==> config.mk <==
export PLATFORM = sky130hd
export DESIGN_NAME = input_conditioner
export DESIGN_NICKNAME = d
export VERILOG_FILES = /design/src/rtl/input_conditioner.sv
export SDC_FILE = /design/constraint.sdc
export NUM_CORES = 1
export LEC_CHECK = 0
export ABC_AREA = 1
export CAP_MARGIN = 10
export CELL_PAD_IN_SITES_DETAIL_PLACEMENT = 0
export CELL_PAD_IN_SITES_GLOBAL_PLACEMENT = 1
export CORE_MARGIN = 8
export CORE_UTILIZATION = 48
export DETAILED_ROUTE_END_ITERATION = 12
export HOLD_SLACK_MARGIN = 0.1
export PLACE_DENSITY_LB_ADDON = 0.1
export SYNTH_ARGS = -nofsm -noshare
export SYNTH_HDL_FRONTEND = slang
export SYNTH_SLANG_ARGS = --single-unit
==> constraint.sdc <==
create_clock -name clk -period 4.6 [get_ports clk]
set_input_delay 0.92 -clock clk [delete_from_list [all_inputs] [get_ports clk]]
set_output_delay 0.92 -clock clk [all_outputs]
set_load 0.1 [all_outputs]
==> src/rtl/input_conditioner.sv <==
// rtl/input_conditioner.sv - sync, debounce and decode of fire button and row/col switches
module input_conditioner #(
  parameter int DEBOUNCE_CYCLES = 1_000_000,
  parameter int CNT_W           = 20
) (
  input  logic       clk,
  input  logic       reset,
  input  logic       fire_btn,
  input  logic [3:0] sw_raw,
  input  logic       nrow_raw,
  output logic [3:0] row_sel,
  output logic [3:0] col_sel,
  output logic       error,
  output logic       fire_pulse,
  output logic       fire_reject
);

  // Bit layout of the conditioned input word: [3:0] switches, [4] fire, [5] row/col mode.
  localparam int NB       = 6;
  localparam int FIRE_BIT = 4;
  localparam int NROW_BIT = 5;

  // The counter value on which the next mismatching cycle commits the new level.
  localparam logic [CNT_W-1:0] CNT_LAST = CNT_W'(DEBOUNCE_CYCLES - 1);

  logic [NB-1:0] raw_w;
  logic [NB-1:0] sync1_q;
  logic [NB-1:0] sync2_q;
  logic [NB-1:0] stable_w;

  assign raw_w = {nrow_raw, fire_btn, sw_raw};

  // Two-stage synchroniser, plain flop-to-flop with nothing in between.
  always_ff @(posedge clk) begin
    if (reset) begin
      sync1_q <= '0;
      sync2_q <= '0;
    end else begin
      sync1_q <= raw_w;
      sync2_q <= sync1_q;
    end
  end

  genvar g;
  generate
    for (g = 0; g < NB; g++) begin : g_db
      logic [CNT_W-1:0] cnt_q;
      logic [CNT_W-1:0] cnt_d;
      logic             stable_q;
      logic             stable_d;

      // Count consecutive disagreeing cycles; agreement restarts the count, and the
      // count clears again on the cycle the new level is accepted, so it never wraps.
      always_comb begin
        cnt_d    = '0;
        stable_d = stable_q;
        if (sync2_q[g] != stable_q) begin
          if (cnt_q == CNT_LAST) begin
            stable_d = sync2_q[g];
          end else begin
            cnt_d = cnt_q + CNT_W'(1);
          end
        end
      end

      // Debounce state for this bit; reset discards any partial count.
      always_ff @(posedge clk) begin
        if (reset) begin
          cnt_q    <= '0;
          stable_q <= 1'b0;
        end else begin
          cnt_q    <= cnt_d;
          stable_q <= stable_d;
        end
      end

      assign stable_w[g] = stable_q;
    end
  endgenerate

  logic [3:0] sw_stable;
  logic       fire_stable;
  logic       nrow_stable;
  logic [2:0] sw_cnt;
  logic       sw_valid;
  logic       sw_multi;
  logic       fire_rise;
  logic [3:0] row_sel_d;
  logic [3:0] col_sel_d;

  assign sw_stable   = stable_w[3:0];
  assign fire_stable = stable_w[FIRE_BIT];
  assign nrow_stable = stable_w[NROW_BIT];

  logic [3:0] row_sel_q;
  logic [3:0] col_sel_q;
  logic       error_q;
  logic       fire_pulse_q;
  logic       fire_reject_q;
  logic       fire_stable_d_q;

  // Decode of the debounced switch word and fire edge; a switch word settling on the
  // same cycle as the fire press is already the one the fire decision sees.
  always_comb begin
    sw_cnt    = {2'b00, sw_stable[0]} + {2'b00, sw_stable[1]}
              + {2'b00, sw_stable[2]} + {2'b00, sw_stable[3]};
    sw_valid  = (sw_cnt == 3'd1);
    sw_multi  = (sw_cnt > 3'd1);
    row_sel_d = (sw_valid && !nrow_stable) ? sw_stable : 4'b0000;
    col_sel_d = (sw_valid &&  nrow_stable) ? sw_stable : 4'b0000;
    fire_rise = fire_stable & ~fire_stable_d_q;
  end

  // Output register: selects and the fire strobe update on the same edge so the cell
  // array always sees an enable consistent with the strobe.
  always_ff @(posedge clk) begin
    if (reset) begin
      row_sel_q       <= 4'b0000;
      col_sel_q       <= 4'b0000;
      error_q         <= 1'b0;
      fire_pulse_q    <= 1'b0;
      fire_reject_q   <= 1'b0;
      fire_stable_d_q <= 1'b0;
    end else begin
      row_sel_q       <= row_sel_d;
      col_sel_q       <= col_sel_d;
      error_q         <= sw_multi;
      fire_pulse_q    <= fire_rise & sw_valid;
      fire_reject_q   <= fire_rise & ~sw_valid;
      fire_stable_d_q <= fire_stable;
    end
  end

  assign row_sel     = row_sel_q;
  assign col_sel     = col_sel_q;
  assign error       = error_q;
  assign fire_pulse  = fire_pulse_q;
  assign fire_reject = fire_reject_q;

endmodule

# == Word-level counts from Yosys, hierarchy flattened ==
# Index checks and enable logic that the tools add are counted.
# word_totals
register_bits,150
inputBits,8
out_inout_bits,11
wordCells,73
# classes
addsub,9
order_cmp,1
eq_ne,13
bitwise_logic,13
reduce_logical,17
# ops
operator,count
"adder 20 x 1 -> 20 bit, second input constant",6
"equality test 20 bit, second input constant",6
OR reduction 3 bit,6
AND reduction 2 bit,6
inverter 1 bit,10
!= test 1 bit,6
OR reduction 2 bit,2
adder 2 x 1 -> 3 bit,1
adder 3 x 1 -> 3 bit,1
bitwise AND 1 bit,3
"equality test 3 x 1 -> 1 bit, second input constant",1
"greater-than comparator 3 x 1 -> 1 bit, second input constant",1
adder 1 x 1 -> 2 bit,1
logical AND 1 bit,2
zero test 1 bit,1

# == Longest topological paths before layout ==
# logic_depth
ltp_word,7
depth_mapped,9
mapped_depth_nobuf,9

# == Worst setup path before layout ==
# No wires, ideal clock.
# synth_timing
path_kind,register to register
from,reg g_db[0].stable_q
to,reg col_sel_q[0] (netlist: col_sel[0])
setup_ns,0.067
t_arrival_ns,1.938
t_required_ns,4.533
setup_slack_ns,2.595
stages_incl_launch_ff,10
synth_period_minus_slack_ns,2.005
cell_sequence,dfxtp_1 > inv_1 > fa_1 > inv_1 > ha_1 > inv_1 > ha_1 > nor3_1 > nand3_1 > nor2_1
# synth_between
elab_chain_cells,7
# synth_lines
item,line_no,source
start: declaration,49,logic stable_q;
start signal: assignment,73,stable_q <= stable_d;
adder 1 x 1 -> 2 bit,105,"sw_cnt = {2'b00, sw_stable[0]} + {2'b00, sw_stable[1]}"
adder 2 x 1 -> 3 bit,106,"+ {2'b00, sw_stable[2]} + {2'b00, sw_stable[3]};"
adder 3 x 1 -> 3 bit,106,
equality test 3 x 1 -> 1 bit,107,sw_valid = (sw_cnt == 3'd1);
logical AND 1 bit,110,col_sel_d = (sw_valid && nrow_stable) ? sw_stable : 4'b0000;
inverter 1 bit (no source line),--,
OR reduction 2 bit (no source line),--,
end signal: assignment,126,col_sel_q <= col_sel_d;
end: declaration,96,logic [3:0] col_sel_q;
# Parallel ways exist; a longest one is shown, timed or not.
# A chain may end at the register's enable or synchronous reset.

# == Final worst setup path ==
# layout_timing
from,reg fire_reject_q (netlist: fire_reject)
to,out fire_reject
# layout_rtl
item,line_no,source
start: declaration,99,logic fire_reject_q;
start signal: assignment,129,fire_reject_q <= fire_rise & ~sw_valid;
end: declaration,15,output logic fire_reject
# No word-level cell between the ends.

==> results.cfg <==
[synthesis]
syn_area_um2 = 7150
synth_top_family_by_area = simple AND/OR/NAND/NOR gates
synth_ff_type = dfxtp_1
syn_nets = 1050
synth_xor_area_frac = 0.0649
ys_types = 33
ys_seq_elements = 150
yosysWarnings = 0
yosysSeqAreaShare = 0.420
synth_edf_count = 0
synthTopCellsByArea = dfxtp_1, nor2_1, nand2_1
synth_top_area_cell = dfxtp_1
synth_compound_area_frac = 0.0532
synth_fa_ha_area_frac = 0.0185
avgSynthCellArea_um2 = 6.93
synth_top_cell_area_share = 0.420
yosys.area_share.simple = 0.378
netlist_instances = 1032
async_flop_share = 0
synth_mux_area_frac = 0

[global_route]
grt_pass1_vias = 5623
grt_overflow = 0
grt_max_degree = 21
antenna_found_initial = 0
grt_use_total = 0.154
grt_pass1_wl_um = 25200

[floorplan]
start_util = 0.492
core_um2 = 14500
die_x_um = 138
io_pins = 19
die_h_um = 138
num_rows = 44
die_area_um2 = 19100

[pwr]
pwr-share-clk = 0.512
swShare = 0.200
ir_drop_uv = 270
intPower_w = 0.00220
power.leakage_nw = 2.49
p_seq_frac = 0.477
comb_power_share = 0.012
switchingPower_w = 0.000550
cellPowerDensity_nw_per_um2 = 340

[detailed_routing]
wl_per_cell_um = 11.2
routed_wl_um = 14100
ant_nets = 0
route.vias.total = 5928
vias_per_cell = 4.72
first_pass_iters = 4
drt-initial-drc-count = 321
drc = 0

[timing]
max_freq_mhz = 351
setup_violations = 0
relSlewSlack = 0.348
hold_viol_final = 0
finalClockSkew_ns = 0.00766
rsz0062_at_grt = no
drv_slew = 0
fin_crit_ns = 2.85
fin_crit_sh = 0.619
worst_slack_ns = 1.75
setup_tns_ns = 0
hold_slack_ns = 0.404
worst_slew_pin_slew_ns = 0.976

[setup_path]
crit_arrival_ns = 1.93
worstSetupStartpoint = fire_reject$_SDFF_PP0_
critPathMaxStageDelay_ns = 1.15
crit_family = buffers and inverters
cp_max_fo = 1
critPathBufInv = 1
end_kind = primary output
worstReg2RegStart = g_db[0].stable_q$_SDFFE_PP0P_
crit_type = flop to primary output
crit_required_ns = 3.68
slowest_stage = clkdlybuf4s50_1
start_kind = flop
cp_cell_sequence = clkdlybuf4s50_1

[placed_design]
routabilityCongestion = 0.824
pre_cts_slack_ns = 1.54
placedCellCount = 1225
io_buffers = 18
dpl.hpwl_um = 10300

[run]
maxCapViolCount = 0

[cts]
cts_setup_buffers = 0
h-tree-depth = 4
clock_sinks = 150
insertion_delay_ns = 0.42
hold_buffers = 0
ctsLongestPathBuffers = 2
cts-root-buf = clkbuf_16
clk_pin_slew_worst_paths_ns = 0.06
cts_buffers = 17
cts_resized = 0
cts_tree = yes

[final_layout]
fin_cells = 1257
layout-drive-gt1-share = 0.0596
syn_to_final_growth_pct = 12.9
fin_nets = 1078
antenna_cells = 0

[worst_hold_path]
holdCritStartpoint = sync1_q[2]$_SDFF_PP0_
min_path_type = flop to flop

[status]
status = completed
## power groups by stage
stage | combinational, W | clock (W) | sequential, W
floorplan | 0.0000234 | 0 | 0.00134
global placement | 0.0000322 | 0 | 0.00134
detailed placement | 0.0000326 | 0 | 0.00134
CTS | 0.0000326 | 0.00144 | 0.00131
global route | 0.0000362 | 0.00151 | 0.00131
finish | 0.0000316 | 0.00140 | 0.00131
## worst reg2reg max path: cells and delay by family, from the launching register on
| kind | cells | cell delay, ns |
|---|---|---|
| buffers and inverters | 3 | 0.21 |
| adder cells (fa/ha/maj) | 3 | 0.96 |
| flip-flops | 1 | 0.33 |
| AND/OR/NAND/NOR | 3 | 0.76 |
## cells in the final DEF, fill, tap and decap left out, drive strengths merged, types with 5 or more instances in the layout
cell,instances
nor2,266
nand2,248
dfxtp,150
inv,101
nand3,82
a21oi,52
xor2,30
xnor2,23
clkbuf,23
clkdlybuf4s50,18
or2,18
o21ai,12
nand4,10
ha,9
nand3b,6
o21bai,6
clkinv,5
## per-layer routing
layer | up-vias | part of all wire | track usage
li1 | 3270 | - | -
met1 | 2589 | 0.50 | 0.194
met2 | 52 | 0.46 | 0.249
met3 | 17 | 0.026 | 0.0390
met4 | 0 | 0.013 | 0.0566
met5 | - | 0 | 0
## cells in the mapped netlist, types with 8 or more instances
cell type,instances
inv_1,100
o21ai_0,9
nor2_1,257
nand3_2,8
xor2_1,30
a21oi_1,49
dfxtp_1,150
or2_0,12
nand4_1,10
nand2_1,241
xnor2_1,23
nand3_1,74
ha_1,9
## registers in the layout (all words and copies together) (netlist names)
name	count
row_sel	4
error	1
sync2_q	6
g_db.stable_q	5
fire_stable	1
sync1_q	6
fire_reject	1
fire_pulse	1
fire_stable_d_q	1
col_sel	4
g_db.cnt_q	120
## kinds of logic (layout without fill, tap and decap cells)
kind of cell | count (synthesis) | after routing
AO/OA/AOI/OAI | 70 | 70
XOR/XNOR | 53 | 53
adder cells (fa/ha/maj) | 10 | 10
buffers and inverters | 111 | 152
flip-flops | 150 | 150
AND/OR/NAND/NOR | 638 | 638
## stage by stage
step	total power (W)	util	area, µm²
6_report	0.00274	0.555	8070
5_1_grt	0.00285	0.555	8070
4_1_cts	0.00278	0.555	8070
3_5_place_dp	0.00137	0.515	7480
3_3_place_gp	0.00137	0.515	7480
2_1_floorplan	0.00136	-	7150
## area by class of cell
cell class	instances	area, µm²
Timing Repair Buffer	18	180
Tap cell	184	230
Clock buffer	23	468
Sequential cell	150	3000
Inverter	102	383
Clock inverter	9	125
Fill cell	1455	6460
Multi-Input combinational cell	771	3680
## final timing paths
path / endpoint / slack [ns] / depth (start not counted)
worst max-delay path: fire_reject / 1.75 / 1
worst min-delay path: sync2_q[2]$_SDFF_PP0_ / 0.40 / 2
worst max register to register: col_sel[2]$_SDFF_PP0_ / 2.26 / 9
worst min register to register: sync2_q[2]$_SDFF_PP0_ / 0.40 / 2
Note: power is estimated with default switching activity, not from simulation.
